$ cat src/rtl/opsum_fifo_if.sv
// Opsum FIFO controller bus: L2 task handshake, PE-array push gating,
// FIFO strobes, arbiter handshake and the GLB half-word write port.
interface opsum_fifo_if;
  logic        fifo_glb_busy_i;
  logic        opsum_fifo_reset_i;
  logic        opsum_need_push_i;
  logic [31:0] opsum_push_num_i;
  logic        opsum_fifo_mask_i;
  logic        pe_array_move_i;
  logic        opsum_permit_pop_i;
  logic        opsum_fifo_full_i;
  logic        opsum_fifo_empty_i;
  logic [31:0] opsum_fifo_base_addr_i;
  logic [31:0] opsum_fifo_pop_data_i;
  logic        opsum_fifo_push_o;
  logic        opsum_fifo_pop_o;
  logic        opsum_write_req_o;
  logic        opsum_glb_write_en_o;
  logic [31:0] opsum_glb_write_addr_o;
  logic [31:0] opsum_glb_write_data_o;
  logic [3:0]  opsum_glb_web_o;
  logic        opsum_is_PUSH_state_o;
  logic        opsum_fifo_done_o;

  // Controller side.
  modport master (
    input  fifo_glb_busy_i, opsum_fifo_reset_i, opsum_need_push_i, opsum_push_num_i,
           opsum_fifo_mask_i, pe_array_move_i, opsum_permit_pop_i, opsum_fifo_full_i,
           opsum_fifo_empty_i, opsum_fifo_base_addr_i, opsum_fifo_pop_data_i,
    output opsum_fifo_push_o, opsum_fifo_pop_o, opsum_write_req_o, opsum_glb_write_en_o,
           opsum_glb_write_addr_o, opsum_glb_write_data_o, opsum_glb_web_o,
           opsum_is_PUSH_state_o, opsum_fifo_done_o
  );

  // Environment side (L2 controller, PE array, FIFO, arbiter, GLB).
  modport slave (
    output fifo_glb_busy_i, opsum_fifo_reset_i, opsum_need_push_i, opsum_push_num_i,
           opsum_fifo_mask_i, pe_array_move_i, opsum_permit_pop_i, opsum_fifo_full_i,
           opsum_fifo_empty_i, opsum_fifo_base_addr_i, opsum_fifo_pop_data_i,
    input  opsum_fifo_push_o, opsum_fifo_pop_o, opsum_write_req_o, opsum_glb_write_en_o,
           opsum_glb_write_addr_o, opsum_glb_write_data_o, opsum_glb_web_o,
           opsum_is_PUSH_state_o, opsum_fifo_done_o
  );
endinterface

$ cat src/rtl/opsum_fifo_ctrl.sv
// Opsum FIFO controller: gates PE-array pushes into the opsum FIFO, drains
// it to GLB as half-word writes via the arbiter, and signals task completion.
module opsum_fifo_ctrl #(
  parameter int unsigned BURST_LEN = 4
) (
  input  logic         clk,
  input  logic         rst,
  opsum_fifo_if.master bus
);

  typedef enum logic [1:0] {IDLE, CAN_PUSH, DRAIN, FLUSH} state_t;

  localparam logic [2:0] BURST = 3'(BURST_LEN);

  state_t      state;
  logic [31:0] push_num_buf;
  logic [31:0] push_cnt;
  logic [2:0]  wr_cnt;
  logic [15:0] write_ptr;
  // The pointer of the popped entry is registered rather than the full
  // address, so the write address reads as base + pointer out of reset.
  logic [15:0] wr_ptr_q;
  logic        wr_lane_q;
  logic        wr_en_q;

  logic        push;
  logic        pop;
  logic        req;
  logic        pop_lane;
  logic [31:0] wr_data;
  logic [3:0]  wr_web;

  // Push/pop strobes and the arbiter request, all same-cycle.
  always_comb begin
    // NOTE: every signal assigned here gets a default first so no latch is inferred.
    push = 1'b0;
    pop  = 1'b0;
    req  = 1'b0;
    if (state == CAN_PUSH)
      push = !bus.opsum_fifo_full_i && bus.pe_array_move_i && bus.opsum_fifo_mask_i;
    if (state == DRAIN || state == FLUSH)
      pop = bus.opsum_permit_pop_i && !bus.opsum_fifo_empty_i;
    if (state == DRAIN)
      req = !bus.opsum_fifo_empty_i && !bus.fifo_glb_busy_i && (wr_cnt < BURST);
    else if (state == FLUSH)
      req = !bus.opsum_fifo_empty_i && !bus.fifo_glb_busy_i;
  end

  // Bit 1 of base + write_ptr picks the half-word lane of the popped opsum.
  assign pop_lane = bus.opsum_fifo_base_addr_i[1] ^ write_ptr[1]
                  ^ (bus.opsum_fifo_base_addr_i[0] & write_ptr[0]);

  // Task sequencing: latch the push count, push, drain in bursts, flush.
  always_ff @(posedge clk) begin
    // NOTE: sequential state uses non-blocking assignments only, so every
    // branch below sees the pre-edge values.
    if (rst) begin
      state        <= IDLE;
      push_num_buf <= '0;
      push_cnt     <= '0;
      wr_cnt       <= '0;
    end else begin
      case (state)
        IDLE: begin
          push_cnt <= '0;
          wr_cnt   <= '0;
          if (bus.opsum_need_push_i && bus.opsum_push_num_i != 32'd0) begin
            push_num_buf <= bus.opsum_push_num_i;
            state        <= CAN_PUSH;
          end
        end
        CAN_PUSH: begin
          wr_cnt <= '0;
          if (push) push_cnt <= push_cnt + 32'd1;
          if (push && push_cnt == push_num_buf - 32'd1) state <= FLUSH;
          else if (bus.opsum_fifo_full_i)                 state <= DRAIN;
        end
        DRAIN: begin
          if (pop) wr_cnt <= wr_cnt + 3'd1;
          if (bus.opsum_fifo_empty_i || wr_cnt == BURST) state <= CAN_PUSH;
        end
        FLUSH: begin
          wr_cnt <= '0;
          if (bus.opsum_fifo_empty_i && !pop && !wr_en_q) state <= IDLE;
        end
        default: state <= IDLE;
      endcase
    end
  end

  // GLB write pointer and the one-cycle pop-to-write pipeline.
  always_ff @(posedge clk) begin
    if (rst) begin
      write_ptr <= '0;
      wr_ptr_q  <= '0;
      wr_lane_q <= 1'b0;
      wr_en_q   <= 1'b0;
    end else begin
      wr_en_q <= pop;
      if (pop) begin
        wr_ptr_q  <= write_ptr;
        wr_lane_q <= pop_lane;
      end
      // A pointer clear wins over a same-cycle pop; that pop still writes
      // at the address captured above.
      if (bus.opsum_fifo_reset_i) write_ptr <= '0;
      else if (pop)               write_ptr <= write_ptr + 16'd2;
    end
  end

  // Lane-aligned write data and byte enables, zero when no write is issued.
  always_comb begin
    wr_data = '0;
    wr_web  = '0;
    if (wr_en_q) begin
      if (wr_lane_q) begin
        wr_data = {bus.opsum_fifo_pop_data_i[15:0], 16'd0};
        wr_web  = 4'b1100;
      end else begin
        wr_data = {16'd0, bus.opsum_fifo_pop_data_i[15:0]};
        wr_web  = 4'b0011;
      end
    end
  end

  assign bus.opsum_fifo_push_o      = push;
  assign bus.opsum_fifo_pop_o       = pop;
  assign bus.opsum_write_req_o      = req;
  assign bus.opsum_glb_write_en_o   = wr_en_q;
  assign bus.opsum_glb_write_addr_o = bus.opsum_fifo_base_addr_i + {16'd0, wr_ptr_q};
  assign bus.opsum_glb_write_data_o = wr_data;
  assign bus.opsum_glb_web_o        = wr_web;
  assign bus.opsum_is_PUSH_state_o  = (state == CAN_PUSH);
  assign bus.opsum_fifo_done_o      = (state == IDLE);

endmodule

$ cat src/flat_wrapper.sv
// flat-port wrapper written by rule: the top's interface ports become plain ports
module opsum_fifo_ctrl_flat 
#(
  parameter int unsigned BURST_LEN = 4
)
  (clk, rst, bus_fifo_glb_busy_i, bus_opsum_fifo_reset_i, bus_opsum_need_push_i, bus_opsum_push_num_i, bus_opsum_fifo_mask_i, bus_pe_array_move_i, bus_opsum_permit_pop_i, bus_opsum_fifo_full_i, bus_opsum_fifo_empty_i, bus_opsum_fifo_base_addr_i, bus_opsum_fifo_pop_data_i, bus_opsum_fifo_push_o, bus_opsum_fifo_pop_o, bus_opsum_write_req_o, bus_opsum_glb_write_en_o, bus_opsum_glb_write_addr_o, bus_opsum_glb_write_data_o, bus_opsum_glb_web_o, bus_opsum_is_PUSH_state_o, bus_opsum_fifo_done_o);
  opsum_fifo_if bus_i ();
  input  logic clk;
  input  logic rst;
  input wire logic [$bits(bus_i.fifo_glb_busy_i)-1:0] bus_fifo_glb_busy_i;
  input wire logic [$bits(bus_i.opsum_fifo_reset_i)-1:0] bus_opsum_fifo_reset_i;
  input wire logic [$bits(bus_i.opsum_need_push_i)-1:0] bus_opsum_need_push_i;
  input wire logic [$bits(bus_i.opsum_push_num_i)-1:0] bus_opsum_push_num_i;
  input wire logic [$bits(bus_i.opsum_fifo_mask_i)-1:0] bus_opsum_fifo_mask_i;
  input wire logic [$bits(bus_i.pe_array_move_i)-1:0] bus_pe_array_move_i;
  input wire logic [$bits(bus_i.opsum_permit_pop_i)-1:0] bus_opsum_permit_pop_i;
  input wire logic [$bits(bus_i.opsum_fifo_full_i)-1:0] bus_opsum_fifo_full_i;
  input wire logic [$bits(bus_i.opsum_fifo_empty_i)-1:0] bus_opsum_fifo_empty_i;
  input wire logic [$bits(bus_i.opsum_fifo_base_addr_i)-1:0] bus_opsum_fifo_base_addr_i;
  input wire logic [$bits(bus_i.opsum_fifo_pop_data_i)-1:0] bus_opsum_fifo_pop_data_i;
  output wire logic [$bits(bus_i.opsum_fifo_push_o)-1:0] bus_opsum_fifo_push_o;
  output wire logic [$bits(bus_i.opsum_fifo_pop_o)-1:0] bus_opsum_fifo_pop_o;
  output wire logic [$bits(bus_i.opsum_write_req_o)-1:0] bus_opsum_write_req_o;
  output wire logic [$bits(bus_i.opsum_glb_write_en_o)-1:0] bus_opsum_glb_write_en_o;
  output wire logic [$bits(bus_i.opsum_glb_write_addr_o)-1:0] bus_opsum_glb_write_addr_o;
  output wire logic [$bits(bus_i.opsum_glb_write_data_o)-1:0] bus_opsum_glb_write_data_o;
  output wire logic [$bits(bus_i.opsum_glb_web_o)-1:0] bus_opsum_glb_web_o;
  output wire logic [$bits(bus_i.opsum_is_PUSH_state_o)-1:0] bus_opsum_is_PUSH_state_o;
  output wire logic [$bits(bus_i.opsum_fifo_done_o)-1:0] bus_opsum_fifo_done_o;
  assign bus_i.fifo_glb_busy_i = bus_fifo_glb_busy_i;
  assign bus_i.opsum_fifo_reset_i = bus_opsum_fifo_reset_i;
  assign bus_i.opsum_need_push_i = bus_opsum_need_push_i;
  assign bus_i.opsum_push_num_i = bus_opsum_push_num_i;
  assign bus_i.opsum_fifo_mask_i = bus_opsum_fifo_mask_i;
  assign bus_i.pe_array_move_i = bus_pe_array_move_i;
  assign bus_i.opsum_permit_pop_i = bus_opsum_permit_pop_i;
  assign bus_i.opsum_fifo_full_i = bus_opsum_fifo_full_i;
  assign bus_i.opsum_fifo_empty_i = bus_opsum_fifo_empty_i;
  assign bus_i.opsum_fifo_base_addr_i = bus_opsum_fifo_base_addr_i;
  assign bus_i.opsum_fifo_pop_data_i = bus_opsum_fifo_pop_data_i;
  assign bus_opsum_fifo_push_o = bus_i.opsum_fifo_push_o;
  assign bus_opsum_fifo_pop_o = bus_i.opsum_fifo_pop_o;
  assign bus_opsum_write_req_o = bus_i.opsum_write_req_o;
  assign bus_opsum_glb_write_en_o = bus_i.opsum_glb_write_en_o;
  assign bus_opsum_glb_write_addr_o = bus_i.opsum_glb_write_addr_o;
  assign bus_opsum_glb_write_data_o = bus_i.opsum_glb_write_data_o;
  assign bus_opsum_glb_web_o = bus_i.opsum_glb_web_o;
  assign bus_opsum_is_PUSH_state_o = bus_i.opsum_is_PUSH_state_o;
  assign bus_opsum_fifo_done_o = bus_i.opsum_fifo_done_o;
  opsum_fifo_ctrl #(.BURST_LEN(BURST_LEN)) u_core (.clk(clk), .rst(rst), .bus(bus_i));
endmodule
$ cat config.mk
export PLATFORM = sky130hd
export DESIGN_NAME = opsum_fifo_ctrl_flat
export DESIGN_NICKNAME = d
export VERILOG_FILES = /design/src/rtl/opsum_fifo_if.sv /design/src/rtl/opsum_fifo_ctrl.sv /design/src/flat_wrapper.sv
export SDC_FILE = /design/constraint.sdc
export NUM_CORES = 1
export LEC_CHECK = 0
export ABC_AREA = 1
export BUFFER_PORTS_ARGS = -buffer_cell sky130_fd_sc_hd__buf_2
export CORE_MARGIN = 10
export CORE_UTILIZATION = 59
export CTS_BUF_LIST = sky130_fd_sc_hd__clkbuf_4 sky130_fd_sc_hd__clkbuf_8 sky130_fd_sc_hd__clkbuf_16
export CTS_CLUSTER_SIZE = 14
export DETAILED_ROUTE_END_ITERATION = 7
export PLACE_DENSITY_LB_ADDON = 0.12
export SYNTH_ARGS = -nofsm -noshare
export SYNTH_HDL_FRONTEND = slang
export SYNTH_SLANG_ARGS = --single-unit
$ cat constraint.sdc
create_clock -name clk -period 4.4 [get_ports clk]
set_input_delay 0 -clock clk [delete_from_list [all_inputs] [get_ports clk]]
set_output_delay 0 -clock clk [all_outputs]
set_load 0.01 [all_outputs]
==> results.tsv, run 1 <==
metric	value	unit
numPortBuffers	161	
avgRoutedWirePerCell	14.4	microns
worstMarginPinSlew	1060	ps
synth.distinct_cells	52	
fin_crit	2870	ps
rsz0062_at_grt	no	
path_class	flip-flop to output port	
ys_seq_area_frac	0.285	
yosys_warnings	0	
numCtsBuffers	9	
tns	0	ps
avgSynthCellArea	6.69	sq um
cts_tree	yes	
crit_required	4400	ps
htreeDepth	3	
final_common_cell	nand2_1	
netlist_area	7090	sq um
async_flop_share	0	
diodes	0	
grt.total_usage	0.233	
grt_pass1_vias	7162	
synth_cells	1059	
root_buffer	clkbuf_16	
critical_path.top_delay_family	simple AND/OR/NAND/NOR gates	
reg2reg_depth	4	
grt_pass1_wl	32.7	mm
cts_setup_buffers	0	
final.setup_skew	10.6	ps
drv_slew	0	
final_nets	1366	
clk_pin_slew_worst_paths	70	ps
hp-class	primary input to output port	
die_x	130	microns
critical_path.max_fanout	4	
path_buf_inv	3	
status	finished clean	
crit_top_cell	nand2_1	
fin_crit_sh	0.652	
nFillCells	969	
start_util	0.610	
path_cells	ha_1 -> inv_1 -> fa_1 -> inv_1 -> nand3_1 -> nand2_1 -> a21oi_2 -> o21ai_2 -> a21boi_1 -> o21ai_2 -> nand2_1 -> nand2_2 -> nand2_1 -> nor2_1 -> xor2_1 -> buf_2	
hold_viol	0	
viasPerCell	5.34	
core-area	11600	sq um
cts_num_sinks	101	
synth-simple-area-share	0.338	
synth_fa_ha_area_frac	0.0381	
dr_total_vias	7404	
peakVddDrop	0.000327	V
overflow	0	
synth_compound_area_frac	0.157	
leakage	4.00	nW
drt_iter0_drc	542	
synth_top_family_by_area	simple AND/OR/NAND/NOR gates	
powerDensity	302	nW/um^2
synth-edff-count	0	
slowest_stage	fa_1	
fmax	348	MHz
syn_nets	1186	
arrival	2870	ps
synth_top_area_frac	0.285	
synthMuxAreaShare	0	
most-common-layout-cells	nand2_1, buf_2, inv_1	
cp-end-kind	output port	
clk_latency	350	ps
synth_top_cells_by_area	dfxtp_1, nand2_1, inv_1	
yosys.area_share.xor_xnor	0.0803	
antenna_found_initial	0	
die_h	130	microns
area_delta_synth_final	21.7	%
drt_wl_total	19.9	mm
clk_path_buf_depth	2	
max-cap-violations	0	
worstHoldPathCells	0	
drc_errors	0	
gp_congestion	0.953	
io_pins	180	
detail-route-antenna-nets	0	
die_area	16800	sq um
synth-main-ff-cell	dfxtp_1	
crit_cells	16	
setup_violations	0	
drive_gt1_frac	0.205	
slowest_delay	400	ps
grt_max_degree	65	
synth_largest_area_cell	dfxtp_1	
hpwl	15.1	mm
synth_seq_cells	101	
finalPower	2.61	mW
rows	39	
relSlewSlack	0.295	
dr.pass1.iters	5	
start_kind	flip-flop	
r2r_slack	1790	ps
==> flip-flops by register name (all words and copies together), names as in the netlist <==
signal and cells:
u_core.wr_cnt 3, u_core.wr_ptr_q 15, u_core.bus.opsum_glb_write_en_o 1, u_core.push_cnt 32, u_core.wr_lane_q 1, u_core.push_num_buf 32
u_core.state 2, u_core.write_ptr 15
==> kinds of logic after synthesis <==
group | after synthesis
XOR/XNOR | 65
adder cells (fa/ha/maj) | 21
buffers and inverters | 184
AO/OA/AOI/OAI | 202
flip-flops | 101
AND/OR/NAND/NOR | 486
==> power breakdown <==
group | internal [mW] | switching, mW | leakage (nW)
clock network | 0.531 | 0.359 | 0.162
logic | 0.253 | 0.449 | 3.01
registers | 0.958 | 0.0563 | 0.821
total | 1.74 | 0.865 | 4.00
==> worst paths after layout <==
| kind | from | end |
|---|---|---|
| max | u_core.wr_ptr_q[1] | bus_opsum_glb_write_addr_o[29] |
| min | bus_opsum_fifo_base_addr_i[0] | bus_opsum_glb_write_addr_o[0] |
| max reg2reg | u_core.state[0] | u_core.push_num_buf[25] |
| min reg2reg | u_core.write_ptr[15] | u_core.write_ptr[15] |
==> cell type report <==
class,instances,area (sq um),share of cell area
inverters,158,596,0.0690
clock inverters,5,81.3,0.00943
repair buffers,195,1140,0.132
well taps,143,179,0.0207
clock buffers,11,253,0.0293
flip-flops and latches,101,2020,0.234
multi-input cells,774,4360,0.505
==> per-stage QoR <==
step | util | hold WS (ps) | cell area [sq um] | std cells | setup WS, ps
6_report | 0.743 | 0.00392 | 8630 | 1387 | 1530
2_1_floorplan | - | 47.5 | 7090 | 1059 | 2190
5_1_grt | 0.743 | 0.0278 | 8630 | 1387 | 1250
3_3_place_gp | 0.687 | 0.119 | 7970 | 1339 | 1940
3_5_place_dp | 0.687 | 0.119 | 7970 | 1339 | 1890
4_1_cts | 0.743 | 0.119 | 8630 | 1387 | 1500
==> cells in the mapped netlist, drive strengths merged (2+ instances only) <==
master	count
a221oi	3
inv	156
xor2	41
nor4	19
o21ai	75
nand4	27
nand3b	4
o21bai	2
clkbuf	16
o21a	3
ha	20
or2	3
xnor2	24
dfxtp	101
o31ai	2
nand3	42
clkinv	2
nor3b	3
a211oi	8
buf	10
a21boi	3
nand2	211
nor3	27
nor2	149
a31oi	2
a21oi	102
==> layer usage <==
layer,track usage,up-vias,share of wire
met4,0.0529,0,0.013
met3,0.0600,28,0.081
met2,0.408,258,0.48
met5,0,-,0
met1,0.281,3315,0.43
li1,-,3803,-
==> timing repair <==
action / 4_1_cts / 5_1_grt
hold endpoints to repair: 32 / 0
resized for setup: 0 / 0
endpoints found under the setup margin: 0 / 0
hold buffers: 32 / 0
No activity file was read; power rests on OpenSTA's default activity.
==> run 2: changes to the inputs <==
--- a/config.mk
+++ b/config.mk
@@ -8,7 +8,7 @@
 export ABC_AREA = 1
 export BUFFER_PORTS_ARGS = -buffer_cell sky130_fd_sc_hd__buf_2
 export CORE_MARGIN = 10
-export CORE_UTILIZATION = 59
+export CORE_UTILIZATION = 49
 export CTS_BUF_LIST = sky130_fd_sc_hd__clkbuf_4 sky130_fd_sc_hd__clkbuf_8 sky130_fd_sc_hd__clkbuf_16
 export CTS_CLUSTER_SIZE = 14
 export DETAILED_ROUTE_END_ITERATION = 7
==> constraint.sdc (replaced) <==
create_clock -name clk -period 2.4 [get_ports clk]
set_input_delay 0 -clock clk [delete_from_list [all_inputs] [get_ports clk]]
set_output_delay 0 -clock clk [all_outputs]
set_load 0.01 [all_outputs]
==> run 2 against run 1 <==
  * The run now ends with negative setup slack left
  * Register-to-register slack got worse by 1600 ps
  * Highest routed layer unchanged
  * Combinational power rose by 89%
  * Global-route usage fell by 3.7 points
  * Critical path type unchanged
  * Sequential power rose by 83%
  * Clock power rose by 78%
  * Critical endpoint is now bus_opsum_glb_write_addr_o[19]
  * Core utilization fell by 9.5 points
  * Non-clock buffer count rose by 30
  * Total power rose by 83%
==> results.tsv, run 2 (synthesis gave the netlist of run 1 again) <==
metric	value	unit	change
avgRoutedWirePerCell	13.8	microns	was 14.4 microns
fin_crit	2570	ps	
area_delta_synth_final	28.3	%	was 21.7%
grt_pass1_vias	7042		was 7162
drive_gt1_frac	0.249		was 0.205
rows	43		was 39
worstHoldPathCells	0		unchanged
detail-route-antenna-nets	0		unchanged
start_kind	flip-flop		unchanged
io_pins	180		unchanged
cp-end-kind	output port		unchanged
cts_tree	yes		unchanged
hpwl	15.4	mm	was 15.1 mm
status	complete, but fails checks		was finished clean
critical_path.max_fanout	2		was 4
crit_required	2400	ps	was 4400 ps
top_regs	u_core.push_cnt x32, u_core.push_num_buf x32		unchanged
dr_total_vias	7403		was 7404
path_class	flip-flop to output port		unchanged
hold_viol	0		unchanged
leakage	4.17	nW	was 4.00 nW
diodes	0		unchanged
peakVddDrop	0.000365	V	was 0.000327 V
setup_slack	-171	ps	was 1530 ps
combPwrFrac	0.279		was 0.269
start_util	0.505		was 0.610
drc_errors	0		unchanged
fmax	389	MHz	
hp-class	primary input to output port		unchanged
routed-wl-met3	1.30	mm	was 1.62 mm
dr.pass1.iters	5		unchanged
slowest_delay	350	ps	was 400 ps
final_nets	1396		was 1366
relSlewSlack	0.569		was 0.295
die_area	19700	sq um	was 16800 sq um
drv_slew	0		unchanged
final_common_cell	nand2_1		unchanged
grt_max_degree	65		unchanged
wl_met2	9.37	mm	was 9.54 mm
cts_num_sinks	101		unchanged
path_cells	ha_4 -> inv_2 -> fa_2 -> inv_2 -> nand3_2 -> nand2_2 -> a21oi_4 -> o21ai_2 -> a21boi_2 -> o21ai_2 -> nand2_2 -> buf_4 -> a21oi_2 -> xor2_1 -> buf_2		was ha_1 -> inv_1 -> fa_1 -> inv_1 -> nand3_1 -> nand2_1 -> a21oi_2 -> o21ai_2 -> a21boi_1 -> o21ai_2 -> nand2_1 -> nand2_2 -> nand2_1 -> nor2_1 -> xor2_1 -> buf_2
numCtsBuffers	9		unchanged
antenna_found_initial	0		unchanged
swShare	0.349		was 0.332
tns	-703	ps	was 0 ps
top_layer_used	met4		unchanged
clkPwrFrac	0.332		was 0.342
root_buffer	clkbuf_16		unchanged
core-area	14000	sq um	was 11600 sq um
p_int	3.10	mW	was 1.74 mW
rsz0062_at_grt	yes		was no
max-cap-violations	0		unchanged
overflow	0		unchanged
numPortBuffers	161		unchanged
worstMarginPinSlew	641	ps	was 1060 ps
htreeDepth	3		unchanged
viasPerCell	5.09		was 5.34
most-common-layout-cells	nand2_1, buf_2, inv_1		unchanged
clk_path_buf_depth	2		unchanged
violations	negative setup slack		
p_seq_frac	0.389		about the same
slowest_stage	dfxtp_2		was fa_1
setup_violations	8		was 0
die_x	140	microns	was 130 microns
met1_length	9.00	mm	was 8.50 mm
reg2reg_depth	13		was 4
clk_pin_slew_worst_paths	80	ps	was 70 ps
dpl_worst_slack	-36.8	ps	was 1890 ps
clk_latency	360	ps	was 350 ps
powerDensity	524	nW/um^2	was 302 nW/um^2
grt.total_usage	0.197		was 0.233
arrival	2570	ps	was 2870 ps
die_h	140	microns	was 130 microns
grt_pass1_wl	33.1	mm	was 32.7 mm
final.setup_skew	13.6	ps	was 10.6 ps
gp_congestion	0.952		was 0.953
drt_iter0_drc	550		was 542
drt_wl_total	20.1	mm	was 19.9 mm
r2r_slack	200	ps	was 1790 ps
p_switching	1.67	mW	was 865 uW
fin_crit_sh	1.07		
-- run 2: stage by stage --
step / power, mW / hold WS, ps / cell area, sq um / std cells / util
after floorplan: 2.76 / 47.5 / 7090 / 1059 / -
after detailed placement: 3.13 / 0.139 / 8150 / 1391 / 0.580
after global routing: 5.04 / 0.0303 / 9090 / 1454 / 0.648
after CTS: 4.77 / 0.139 / 8970 / 1451 / 0.639
final: 4.77 / 0.0123 / 9090 / 1454 / 0.648
after global placement: 3.12 / 0.139 / 8150 / 1391 / 0.580
-- run 2: path summary, 6_finish.rpt --
| kind | startpoint | endpoint |
|---|---|---|
| max | u_core.wr_ptr_q[1] | bus_opsum_glb_write_addr_o[19] |
| min | bus_opsum_fifo_base_addr_i[0] | bus_opsum_glb_write_addr_o[0] |
| max reg2reg | u_core.state[0] | u_core.state[0] |
| min reg2reg | u_core.write_ptr[15] | u_core.write_ptr[15] |
-- run 2: area by class of cell --
cell class                 instances  area (sq um)
fill                            1321          4950
multi-input combinational        774          4540
sequential                       101          2020
timing repair buffer             225          1390
inverter                         158           596
clock buffer                       9           225
tap                              180           225
clock inverter                     7          96.3
-- run 2: power by group through the flow --
| stage | sequential (mW) | clock (mW) | combinational [mW] |
|---|---|---|---|
| after global routing | 1.87 | 1.68 | 1.50 |
| after global placement | 1.89 | 0 | 1.23 |
| after detailed placement | 1.89 | 0 | 1.24 |
| final | 1.85 | 1.58 | 1.33 |
| after CTS | 1.85 | 1.61 | 1.31 |
| after floorplan | 1.86 | 0 | 0.899 |
-- run 2: what timing repair did --
item	4_1_cts	5_1_grt
setup endpoints to repair	18	21
gates resized for setup	25	20
hold buffers	35	0
cloned	0	0
endpoints found under the hold margin	43	0
buffers inserted	10	3
pin swaps	19	19
-- run 2: per-layer routing --
layer | track usage | up-vias
met4 | 0.0571 | 0
met3 | 0.0571 | 30
met2 | 0.326 | 202
met1 | 0.241 | 3299
met5 | 0 | -
li1 | - | 3872
-- run 2: critical path: cells and delay by family (launching register included) --
kind,cells,cell delay [ps]
AO/OA/AOI/OAI,5,600
adder cells (fa/ha/maj),2,470
buffers and inverters,4,380
flip-flops,1,350
AND/OR/NAND/NOR,3,230
XOR/XNOR,1,150
==> run 3: changes to the inputs <==
--- a/config.mk
+++ b/config.mk
@@ -5,10 +5,10 @@
 export SDC_FILE = /design/constraint.sdc
 export NUM_CORES = 1
 export LEC_CHECK = 0
-export ABC_AREA = 1
+export ABC_AREA = 0
 export BUFFER_PORTS_ARGS = -buffer_cell sky130_fd_sc_hd__buf_2
 export CORE_MARGIN = 10
-export CORE_UTILIZATION = 49
+export CORE_UTILIZATION = 48
 export CTS_BUF_LIST = sky130_fd_sc_hd__clkbuf_4 sky130_fd_sc_hd__clkbuf_8 sky130_fd_sc_hd__clkbuf_16
 export CTS_CLUSTER_SIZE = 14
 export DETAILED_ROUTE_END_ITERATION = 7
==> run 3 against run 2 <==
  * The run still ends with negative setup slack left
  * Critical path depth is 3 lower
  * Setup slack worse by 70 ps
  * Clock-buffer cell count is 1 higher
  * First-iteration DRC count is 39% lower
  * Non-clock buffer count is 27 higher
  * Largest power group unchanged
  * Final area is 4.7% lower
  * Largest cell class unchanged
==> results.tsv, run 3 <==
metric	value	unit	change
final_nets	1175		was 1396
avgRoutedWirePerCell	15.2	microns	was 13.8 microns
synth-edff-count	0		unchanged
drv_slew	0		unchanged
setup_slack	-241	ps	was -171 ps
htreeDepth	3		unchanged
dr_total_vias	6504		was 7403
slowest_stage	dfxtp_2		unchanged
max-cap-violations	0		unchanged
swShare	0.295		was 0.349
die_area	18700	sq um	was 19700 sq um
synth_fa_ha_area_frac	0.0414		was 0.0381
die_h	137	microns	was 140 microns
drt_wl_total	18.8	mm	was 20.1 mm
synth_commonest_cells	nor2_1, dfxtp_1, nand2_1, xnor2_1, a21oi_1		was nand2_1, inv_1, nor2_1, dfxtp_1, a21oi_1
final_common_cell	buf_2		was nand2_1
dr.pass1.iters	5		unchanged
cts_tree	yes		unchanged
relSlewSlack	0.608		was 0.569
synthMuxAreaShare	0.0539		was 0
synth_largest_area_cell	dfxtp_1		unchanged
setup_violations	16		was 8
numCtsBuffers	9		unchanged
cp-end-kind	output port		unchanged
utilization	0.651		was 0.648
hold_ws	0.00340	ps	was 0.0123 ps
combPwrFrac	0.217		was 0.279
hpwl	14.1	mm	was 15.4 mm
gp_congestion	0.861		was 0.952
netlist_area	6520	sq um	was 7090 sq um
rsz0062_at_grt	yes		unchanged
path_cells	ha_4 -> inv_2 -> fa_2 -> nor2b_2 -> o31a_1 -> o211ai_1 -> a21oi_2 -> o211ai_1 -> buf_4 -> a21oi_2 -> xor2_1 -> buf_2		was ha_4 -> inv_2 -> fa_2 -> inv_2 -> nand3_2 -> nand2_2 -> a21oi_4 -> o21ai_2 -> a21boi_2 -> o21ai_2 -> nand2_2 -> buf_4 -> a21oi_2 -> xor2_1 -> buf_2
top_regs	u_core.push_cnt x32, u_core.push_num_buf x32		unchanged
drc_errors	0		unchanged
hp-class	primary input to output port		unchanged
rows	42		was 43
reg2reg_depth	9		was 13
arrival	2640	ps	was 2570 ps
clk_path_buf_depth	2		unchanged
powerDensity	472	nW/um^2	was 524 nW/um^2
yosys.area_share.xor_xnor	0.137		was 0.0803
cts_num_sinks	101		unchanged
synth_seq_cells	101		unchanged
synth_cells	822		was 1059
synth_top_cells_by_area	dfxtp_1, xnor2_1, nor2_1		was dfxtp_1, nand2_1, inv_1
core-area	13300	sq um	was 14000 sq um
area_delta_synth_final	32.8	%	was 28.3%
leakage	3.74	nW	was 4.17 nW
io_pins	180		unchanged
final_cells	1232		was 1454
p_switching	1.20	mW	was 1.67 mW
rr_startpoint	u_core.push_num_buf[0]		was u_core.state[0]
synth_compound_area_frac	0.127		was 0.157
final.setup_skew	11.0	ps	was 13.6 ps
crit_required	2400	ps	about the same
synth_top_area_frac	0.310		was 0.285
p_int	2.88	mW	was 3.10 mW
synth-simple-area-share	0.292		was 0.338
start_kind	flip-flop		unchanged
drive_gt1_frac	0.274		was 0.249
worstMarginPinSlew	588	ps	was 641 ps
synth_top_family_by_area	simple AND/OR/NAND/NOR gates		unchanged
grt.total_usage	0.196		was 0.197
root_buffer	clkbuf_16		unchanged
synth.distinct_cells	66		was 52
start_util	0.491		was 0.505
worstHoldPathCells	0		unchanged
async_flop_share	0		unchanged
grt_pass1_vias	6237		was 7042
viasPerCell	5.28		was 5.09
grt_pass1_wl	30.5	mm	was 33.1 mm
clk_pin_slew_worst_paths	70	ps	was 80 ps
placed_cells	1175		was 1391
fin_crit	2640	ps	was 2570 ps
synth-main-ff-cell	dfxtp_1		unchanged
fmax	379	MHz	was 389 MHz
most-common-layout-cells	buf_2, nor2_1, dfxtp_1		was nand2_1, buf_2, inv_1
hold_path.startpoint	bus_opsum_fifo_base_addr_i[0]		unchanged
clkPwrFrac	0.351		was 0.332
detail-route-antenna-nets	0		unchanged
clk_latency	350	ps	was 360 ps
path_class	flip-flop to output port		unchanged
status	complete, but fails checks		unchanged
peakVddDrop	0.000359	V	was 0.000365 V
yosys_warnings	0		unchanged
r2r-end	u_core.state[1]		was u_core.state[0]
overflow	0		unchanged
critical_path.max_fanout	7		was 2
syn_nets	949		was 1186
hold_viol	0		unchanged
avgSynthCellArea	7.94	sq um	was 6.69 sq um
die_x	137	microns	was 140 microns
ys_seq_area_frac	0.310		was 0.285
violations	negative setup slack		unchanged
drt_iter0_drc	338		was 550
antenna_found_initial	2		was 0
grt_max_degree	41		was 65
min_to	bus_opsum_glb_write_addr_o[0]		unchanged
r2r_slack	60	ps	was 200 ps
fin_crit_sh	1.10		was 1.07
slowest_delay	350	ps	about the same
yosysMostFrequentCell	nor2_1		was nand2_1
p_seq_frac	0.433		was 0.389
numPortBuffers	161		unchanged
## run 3: repair_timing
action                     4_1_cts  5_1_grt
setup buffers                    4        2
pin swaps                       34       18
resized for setup               32       18
hold buffers                    33        0
cloned                           0        0
hold endpoints to repair        33        0
setup endpoints to repair       19       22
## run 3: worst max-delay path by stage
stage                                 startpoint                        endpoint  cells after the start
after global routing          u_core.wr_ptr_q[1]  bus_opsum_glb_write_addr_o[21]                     12
after global placement        u_core.wr_ptr_q[1]  bus_opsum_glb_write_addr_o[25]                     11
final                         u_core.wr_ptr_q[1]  bus_opsum_glb_write_addr_o[21]                     12
after CTS                     u_core.wr_ptr_q[1]  bus_opsum_glb_write_addr_o[21]                     12
after floorplan           u_core.push_num_buf[0]                 u_core.state[1]                     10
after detailed placement      u_core.wr_ptr_q[1]  bus_opsum_glb_write_addr_o[25]                     11
## run 3: kinds of logic after synthesis
kind of cell / after synthesis
AND/OR/NAND/NOR: 369
AO/OA/AOI/OAI: 134
XOR/XNOR: 102
flip-flops: 101
buffers and inverters: 60
multiplexers: 35
adder cells (fa/ha/maj): 21
## run 3: area by class of cell
| type | instances | area, sq um |
|---|---|---|
| inverter | 23 | 86.3 |
| sequential | 101 | 2030 |
| clock inverter | 6 | 53.8 |
| multi-input combinational | 661 | 4450 |
| tap | 176 | 220 |
| antenna | 3 | 7.51 |
| fill | 1160 | 4630 |
| timing repair buffer | 252 | 1590 |
| clock buffer | 10 | 233 |
## run 3: power by group through the flow
| stage | Sequential, mW | Combinational (mW) | Clock (mW) |
|---|---|---|---|
| finish | 1.77 | 0.886 | 1.43 |
| global route | 1.77 | 0.981 | 1.52 |
| CTS | 1.77 | 0.867 | 1.46 |
| detailed placement | 1.81 | 0.814 | 0 |
| global placement | 1.81 | 0.810 | 0 |
| floorplan | 1.79 | 0.518 | 0 |
## run 3: worst max-delay path, delay by kind of cell, from the launching register on
family,cells,cell delay [ps]
DFF,1,350
buffers and inverters,3,380
and+or+nand+nor,1,130
xor gates and xnor gates,1,140
adders and majority gates,2,470
AOI/OAI and AO/OA,5,830
## run 3: metal layers
metal | up-vias | wire length, microns | global-route usage
met1 | 3006 | 8220 | 0.240
met3 | 31 | 956 | 0.0363
met5 | - | 0 | 0
met2 | 130 | 9210 | 0.337
met4 | 0 | 369 | 0.0680
li1 | 3337 | - | -
## run 3: per-stage QoR
stage / worst slack (ps) / TNS (ps) / power, mW / area [sq um]
after detailed placement: -167 / -834 / 2.62 / 7790
after global routing: -424 / -4980 / 4.28 / 8660
final: -241 / -1840 / 4.09 / 8660
after global placement: -77.1 / -232 / 2.62 / 7790
after floorplan: 124 / 0 / 2.31 / 6520
after CTS: -239 / -2590 / 4.10 / 8550
